**src/rtl/snn_param.sv**
```systemverilog
// snn_param: two-image conv/quantize/pool/FC feature engine with thresholded L1 distance; SNN_CG_EN enables clock gating.
// Result ~4*POOL_DIM^2+1 cycles after the last sample; no backpressure, input ignored outside IDLE/LOAD.
module snn_param #(
   parameter int IMG_DIM = 6,
   parameter int ACT_TH  = 16,
   parameter int OUT_W   = 10
) (
   input  logic             clk,
   input  logic             rst_n,
   input  logic             in_valid,
   input  logic [7:0]       img,
   input  logic [7:0]       ker,
   input  logic [7:0]       weight,
   output logic             out_valid,
   output logic [OUT_W-1:0] out_data
);
   localparam int CONV_DIM = IMG_DIM - 2;
   localparam int PD       = CONV_DIM / 2;
   localparam int PP       = PD * PD;
   localparam int NPIX     = IMG_DIM * IMG_DIM;
   localparam int TOT      = 2 * NPIX;
   localparam int CW       = $clog2(TOT + 1);
   localparam int IW       = $clog2(TOT);
   localparam int PIW      = (PP > 1) ? $clog2(PP) : 1;
   localparam int PW       = (PD > 1) ? $clog2(PD) : 1;

   typedef enum logic [1:0] {IDLE, LOAD, CALC, OUT} state_t;
   state_t state_q, state_d;

   logic [CW-1:0]    cnt_q;
   logic [7:0]       img_buf [TOT];
   logic [7:0]       kbuf    [9];
   logic [7:0]       wbuf    [PP];
   logic [7:0]       pbuf    [PP];
   logic [7:0]       v0_buf  [PP];
   logic             sel_q, ph_q;
   logic [PW-1:0]    r_q, c_q;
   logic [OUT_W-1:0] dist_q, dist_nx, res_q;

   logic             load_fire, load_last, row_end, blk_end, calc_last;
   logic             k_en, w_en, v0_en, acc_en;
   logic             k_clk, w_clk, v0_clk, acc_clk;
   logic [PIW-1:0]   e_ix;
   logic [IW-1:0]    ix;
   logic [19:0]      acc;
   logic [7:0]       q, pool_val, fq, absdiff;
   logic [31:0]      f_acc;

   assign load_fire = in_valid && (state_q == IDLE || state_q == LOAD);
   assign load_last = load_fire && (cnt_q == CW'(TOT - 1));
   assign row_end   = (c_q == PW'(PD - 1));
   assign blk_end   = row_end && (r_q == PW'(PD - 1));
   assign calc_last = (state_q == CALC) && sel_q && ph_q && blk_end;
   assign e_ix      = PIW'(int'(r_q) * PD + int'(c_q));

   assign k_en   = load_fire && (cnt_q < CW'(9));
   assign w_en   = load_fire && (cnt_q < CW'(PP));
   assign v0_en  = (state_q == CALC) && !sel_q && ph_q;
   assign acc_en = (state_q == LOAD) || (state_q == CALC);

`ifdef SNN_CG_EN
   logic k_en_l, w_en_l, v0_en_l, acc_en_l;
   // Enables are captured while clk is low so the gated clocks cannot glitch.
   always_latch begin
      if (!clk) begin
         k_en_l   = k_en;
         w_en_l   = w_en;
         v0_en_l  = v0_en;
         acc_en_l = acc_en;
      end
   end
   assign k_clk   = clk & k_en_l;
   assign w_clk   = clk & w_en_l;
   assign v0_clk  = clk & v0_en_l;
   assign acc_clk = clk & acc_en_l;
`else
   assign k_clk   = clk;
   assign w_clk   = clk;
   assign v0_clk  = clk;
   assign acc_clk = clk;
`endif

   always_ff @(posedge clk or negedge rst_n) begin
      if (!rst_n) state_q <= IDLE;
      else        state_q <= state_d;
   end

   always_comb begin
      state_d   = state_q;
      out_valid = 1'b0;
      out_data  = '0;
      case (state_q)
         IDLE: if (in_valid) state_d = LOAD;
         LOAD: if (load_last) state_d = CALC;
         CALC: if (calc_last) state_d = OUT;
         OUT: begin
            state_d   = IDLE;
            out_valid = 1'b1;
            out_data  = res_q;
         end
         default: state_d = IDLE;
      endcase
   end

   // One pooled cell per cycle: four 3x3 windows, quantized, max taken.
   always_comb begin
      pool_val = '0;
      acc      = '0;
      q        = '0;
      ix       = '0;
      for (int dy = 0; dy < 2; dy++) begin
         for (int dx = 0; dx < 2; dx++) begin
            acc = '0;
            for (int a = 0; a < 3; a++) begin
               for (int b = 0; b < 3; b++) begin
                  ix  = IW'((sel_q ? NPIX : 0) + (2 * int'(r_q) + dy + a) * IMG_DIM
                            + 2 * int'(c_q) + dx + b);
                  acc = acc + 20'(img_buf[ix]) * 20'(kbuf[4'(a * 3 + b)]);
               end
            end
            q = 8'(acc / 20'd2295);
            if (q > pool_val) pool_val = q;
         end
      end
   end

   always_comb begin
      f_acc = '0;
      for (int k = 0; k < PD; k++) begin
         f_acc = f_acc + 32'(pbuf[PIW'(int'(r_q) * PD + k)]) * 32'(wbuf[PIW'(k * PD + int'(c_q))]);
      end
      fq      = 8'(f_acc / 32'(PD * 255));
      absdiff = (v0_buf[e_ix] > fq) ? (v0_buf[e_ix] - fq) : (fq - v0_buf[e_ix]);
      dist_nx = dist_q + OUT_W'(absdiff);
   end

   always_ff @(posedge clk or negedge rst_n) begin
      if (!rst_n) begin
         cnt_q <= '0;
         sel_q <= 1'b0;
         ph_q  <= 1'b0;
         r_q   <= '0;
         c_q   <= '0;
         res_q <= '0;
         for (int i = 0; i < TOT; i++) img_buf[i] <= '0;
      end else begin
         if (load_fire) begin
            img_buf[IW'(cnt_q)] <= img;
            cnt_q <= load_last ? '0 : cnt_q + CW'(1);
         end else if (state_q == IDLE) begin
            cnt_q <= '0;
         end
         // Walk (sel, phase, row, col): image 0 pool, image 0 FC, image 1 pool, image 1 FC.
         if (load_last) begin
            sel_q <= 1'b0;
            ph_q  <= 1'b0;
            r_q   <= '0;
            c_q   <= '0;
         end else if (state_q == CALC) begin
            if (row_end) begin
               c_q <= '0;
               if (blk_end) begin
                  r_q  <= '0;
                  ph_q <= ~ph_q;
                  if (ph_q) sel_q <= 1'b1;
               end else begin
                  r_q <= r_q + PW'(1);
               end
            end else begin
               c_q <= c_q + PW'(1);
            end
         end
         if (calc_last) res_q <= (dist_nx < OUT_W'(ACT_TH)) ? '0 : dist_nx;
      end
   end

   always_ff @(posedge k_clk or negedge rst_n) begin
      if (!rst_n) for (int i = 0; i < 9; i++) kbuf[i] <= '0;
      else if (k_en) kbuf[4'(cnt_q)] <= ker;
   end

   always_ff @(posedge w_clk or negedge rst_n) begin
      if (!rst_n) for (int i = 0; i < PP; i++) wbuf[i] <= '0;
      else if (w_en) wbuf[PIW'(cnt_q)] <= weight;
   end

   always_ff @(posedge v0_clk or negedge rst_n) begin
      if (!rst_n) for (int i = 0; i < PP; i++) v0_buf[i] <= '0;
      else if (v0_en) v0_buf[e_ix] <= fq;
   end

   always_ff @(posedge acc_clk or negedge rst_n) begin
      if (!rst_n) begin
         dist_q <= '0;
         for (int i = 0; i < PP; i++) pbuf[i] <= '0;
      end else if (acc_en) begin
         if (load_last) dist_q <= '0;
         else if (state_q == CALC) begin
            if (!ph_q)     pbuf[e_ix] <= pool_val;
            else if (sel_q) dist_q    <= dist_nx;
         end
      end
   end
endmodule

```
**config.mk**
```make
export PLATFORM = sky130hd
export DESIGN_NAME = snn_param
export DESIGN_NICKNAME = d
export VERILOG_FILES = /design/src/rtl/snn_param.sv
export SDC_FILE = /design/constraint.sdc
export NUM_CORES = 1
export LEC_CHECK = 0
export ABC_CLOCK_PERIOD_IN_PS = 1500
export BUFFER_PORTS_ARGS = -buffer_cell sky130_fd_sc_hd__buf_2
export CAP_MARGIN = 20
export CORE_ASPECT_RATIO = 1.2
export CORE_MARGIN = 4
export CORE_UTILIZATION = 41
export DETAILED_ROUTE_END_ITERATION = 8
export GPL_TIMING_DRIVEN = 0
export PLACE_DENSITY = 0.77
export SLEW_MARGIN = 5
export SYNTH_ARGS = -nofsm -noshare
export SYNTH_HDL_FRONTEND = slang
export SYNTH_SLANG_ARGS = --single-unit
```
**constraint.sdc**
```tcl
create_clock -name clk -period 1.5 [get_ports clk]
set_input_delay 0.15 -clock clk [delete_from_list [all_inputs] [get_ports clk]]
set_output_delay 0.15 -clock clk [all_outputs]
set_load 0.1 [all_outputs]
```
==> impl_metrics.py <==
metrics = {
    "sta": {
        "finalCritPeriodShare_pct": 98.2,
        "finClkSkew_ns": 0.00190,
        "maxClockFrequency_ghz": 0.679,
        "rsz0062_at_grt": "yes",
        "fin_crit_ns": 1.47,
        "drv_slew": 0,
        "setup_violations": 0,
        "hold_viol_final": 0,
    },
    "worst_setup_path": {
        "path_cells": "nor4b_4 -> a41o_2 -> nand3_2 -> mux2_4",
        "rr_endpoint": "state_q[1]",
        "required_ns": 1.67,
        "crit_path_start_kind": "flop",
        "max_stage_delay_ns": 0.43,
        "slowest_stage": "dfrtp_1",
        "path_max_fanout": 3,
        "cp.depth": 4,
        "arrival_ns": 1.64,
        "path_buf_inv": 0,
        "crit_family": "flip-flops",
        "r2r-start": "cnt_q[5]",
        "cp-endpoint": "state_q[1]",
        "r2r_cells": 4,
        "startpoint": "cnt_q[5]",
        "reg2reg_slack_ns": 0.03,
        "critPathKind": "reg2reg",
        "end_kind": "flop",
    },
    "floorplan": {
        "die_h_um": 57.2,
        "die_area_sq_um": 2810,
        "die_x_um": 49.0,
        "rows": 17,
        "initial_core_util_pct": 44.3,
        "core-area_sq_um": 1870,
        "pin_count": 38,
    },
    "route": {
        "finalWirelength_um": 1410,
        "wl_per_cell_um": 11.0,
        "via_per_inst": 4.83,
        "m1WireLength_um": 596,
        "drc": 0,
        "drt_iter0_drc": 5,
        "vias": 618,
        "met3_length_um": 53,
        "first_pass_iters": 4,
        "wl_met2_um": 757,
        "antenna_left": 0,
        "top_layer": "met4",
    },
    "power": {
        "power_density_nw_per_um2": 1720,
        "cellLeakagePower_nw": 0.487,
        "power_mw": 1.72,
        "peakVddDrop_v": 0.00118,
    },
    "synth": {
        "synth.area.top_cells": "dfrtp_1, buf_4, ha_1, nand2_1, nor2_1",
        "syn_inst": 86,
        "synthTopCellsByCount": "dfrtp_1, buf_4, nand2_1, nor2_1, ha_1",
        "synth.most_common_cell": "dfrtp_1",
        "yosys_warnings": 0,
        "synth-edff-count": 0,
        "syn_avg_cell_area_sq_um": 9.63,
        "synth_flop_cell": "dfrtp_1",
        "syn_area_sq_um": 828,
        "synthArstFlopShare_pct": 100,
        "synth_top_area_share_pct": 39.3,
        "yosysTopAreaCell": "dfrtp_1",
        "netlist-cell-type-count": 28,
        "seq_area_frac_synth_pct": 39.3,
        "ys_ff_latch": 13,
    },
    "place": {
        "dpl.hpwl_um": 1020,
        "dp_cells": 117,
        "numPortBuffers": 3,
        "dpl_cell_area_sq_um": 901,
        "routabilityCongestion": 0.832,
    },
    "finish": {
        "fin_area_sq_um": 1000,
        "final_cells": 128,
        "multiInputGateArea_sq_um": 453,
        "fillCellCount": 173,
        "diodes": 0,
        "register_area_sq_um": 328,
        "fin_nets": 143,
        "area.growth.synth_to_final_pct": 21.3,
        "drive_above_1_share_pct": 32.1,
    },
    "clock_network": {
        "clock_path_buffers": 2,
        "cts_tree": "built",
        "clkLatencyLatePin_ns": 0.28,
        "cts.sinks": 13,
        "cts_buffers": 3,
        "htree_levels": 1,
        "clkTransAtPathRegs_ns": 0.08,
        "cts_root_buffer": "clkbuf_4",
    },
    "grt": {
        "grt_pass1_vias": 620,
        "antenna_found_initial": 0,
        "track_usage_pct": 11.5,
        "grt_max_degree": 14,
        "overflow": 0,
        "grt_first_pass_wirelength_um": 2570,
    },
    "worst_hold_path": {
        "min_path_type": "in2reg",
        "hold_start": "in_valid",
    },
    "run": {
        "max-cap-violations": 0,
    },
    "status": {
        "outcome": "finished, final reports clean",
    },
}
-- how the worst min path moves through the flow --
stage	end	slack, ns	cells past startpoint
5_1_grt	state_q[0]	0.24	3
3_5_place_dp	cnt_q[3]	0.05	1
2_1_floorplan	c_q	-0.15	0
3_3_place_gp	cnt_q[3]	0.05	1
6_report	state_q[0]	0.23	3
4_1_cts	state_q[0]	0.23	3
-- cells by family (layout without fill, tap and decap cells) --
family | count (synthesis) | count (layout) | synth area share, %
flip-flops | 13 | 13 | 39.3
XOR/XNOR | 5 | 5 | 5.29
multiplexers | 2 | 2 | 3.02
other | 1 | 10 | 0.453
AND/OR/NAND/NOR | 33 | 33 | 21.9
adder cells (fa/ha/maj) | 6 | 6 | 9.06
AO/OA/AOI/OAI | 11 | 11 | 8.76
buffers and inverters | 15 | 29 | 12.2
-- through the flow --
stage / setup TNS [ns] / hold WS, ns / setup slack (ns) / utilization, %
2_1_floorplan: 0 / -0.146 / 0.0362 / -
3_3_place_gp: -0.0288 / 0.0478 / -0.0288 / 48.1
3_5_place_dp: -0.0649 / 0.0543 / -0.0649 / 48.1
4_1_cts: 0 / 0.231 / 0.00494 / 51.8
5_1_grt: -0.0328 / 0.237 / -0.0328 / 53.7
6_report: 0 / 0.231 / 0.0265 / 53.7
-- final cells by class --
cell class | count | area share, %
repair buffers | 10 | 7.22
well taps | 19 | 2.37
inverters | 4 | 1.49
multi-input cells | 67 | 45.1
plain buffers | 11 | 8.59
clock buffers | 4 | 2.62
flip-flops and latches | 13 | 32.6
-- metal layers --
metal,up-vias,global-route usage [%]
met4,0,3.85
met2,9,18.3
li1,318,-
met3,2,4.18
met5,-,0
met1,289,14.4
-- state kept, by name, indices dropped and copies added, names as in the netlist --
register,count
c_q,1
cnt_q,7
ph_q,1
r_q,1
sel_q,1
state_q,2
-- what timing repair did --
item,in CTS,in global routing
endpoints found under the hold margin,13,0
pin swaps,1,0
gates resized for setup,7,2
hold buffers,1,0
setup endpoints to repair,1,5
setup buffers,2,4
-- cells in the final DEF, fill, tap and decap left out, types with 3 or more instances in the layout --
master,instances
buf_4,17
dfrtp_1,11
nand2_1,10
conb_1,10
nor2_1,7
nand3_1,5
o21ai_0,5
ha_1,5
xor2_1,3
clkbuf_4,3
-- report_power, final --
| group | total [mW] | switching [mW] | internal, mW |
|---|---|---|---|
| sequential | 0.591 | 0.120 | 0.471 |
| combinational | 0.913 | 0.550 | 0.363 |
| clock | 0.219 | 0.116 | 0.103 |
-- worst min-delay path, stage by stage --
cell and delay (ns):
buf_2 0.10, or2b_4 0.12, a32oi_1 0.10
Note: power is estimated with default switching activity, not from simulation.
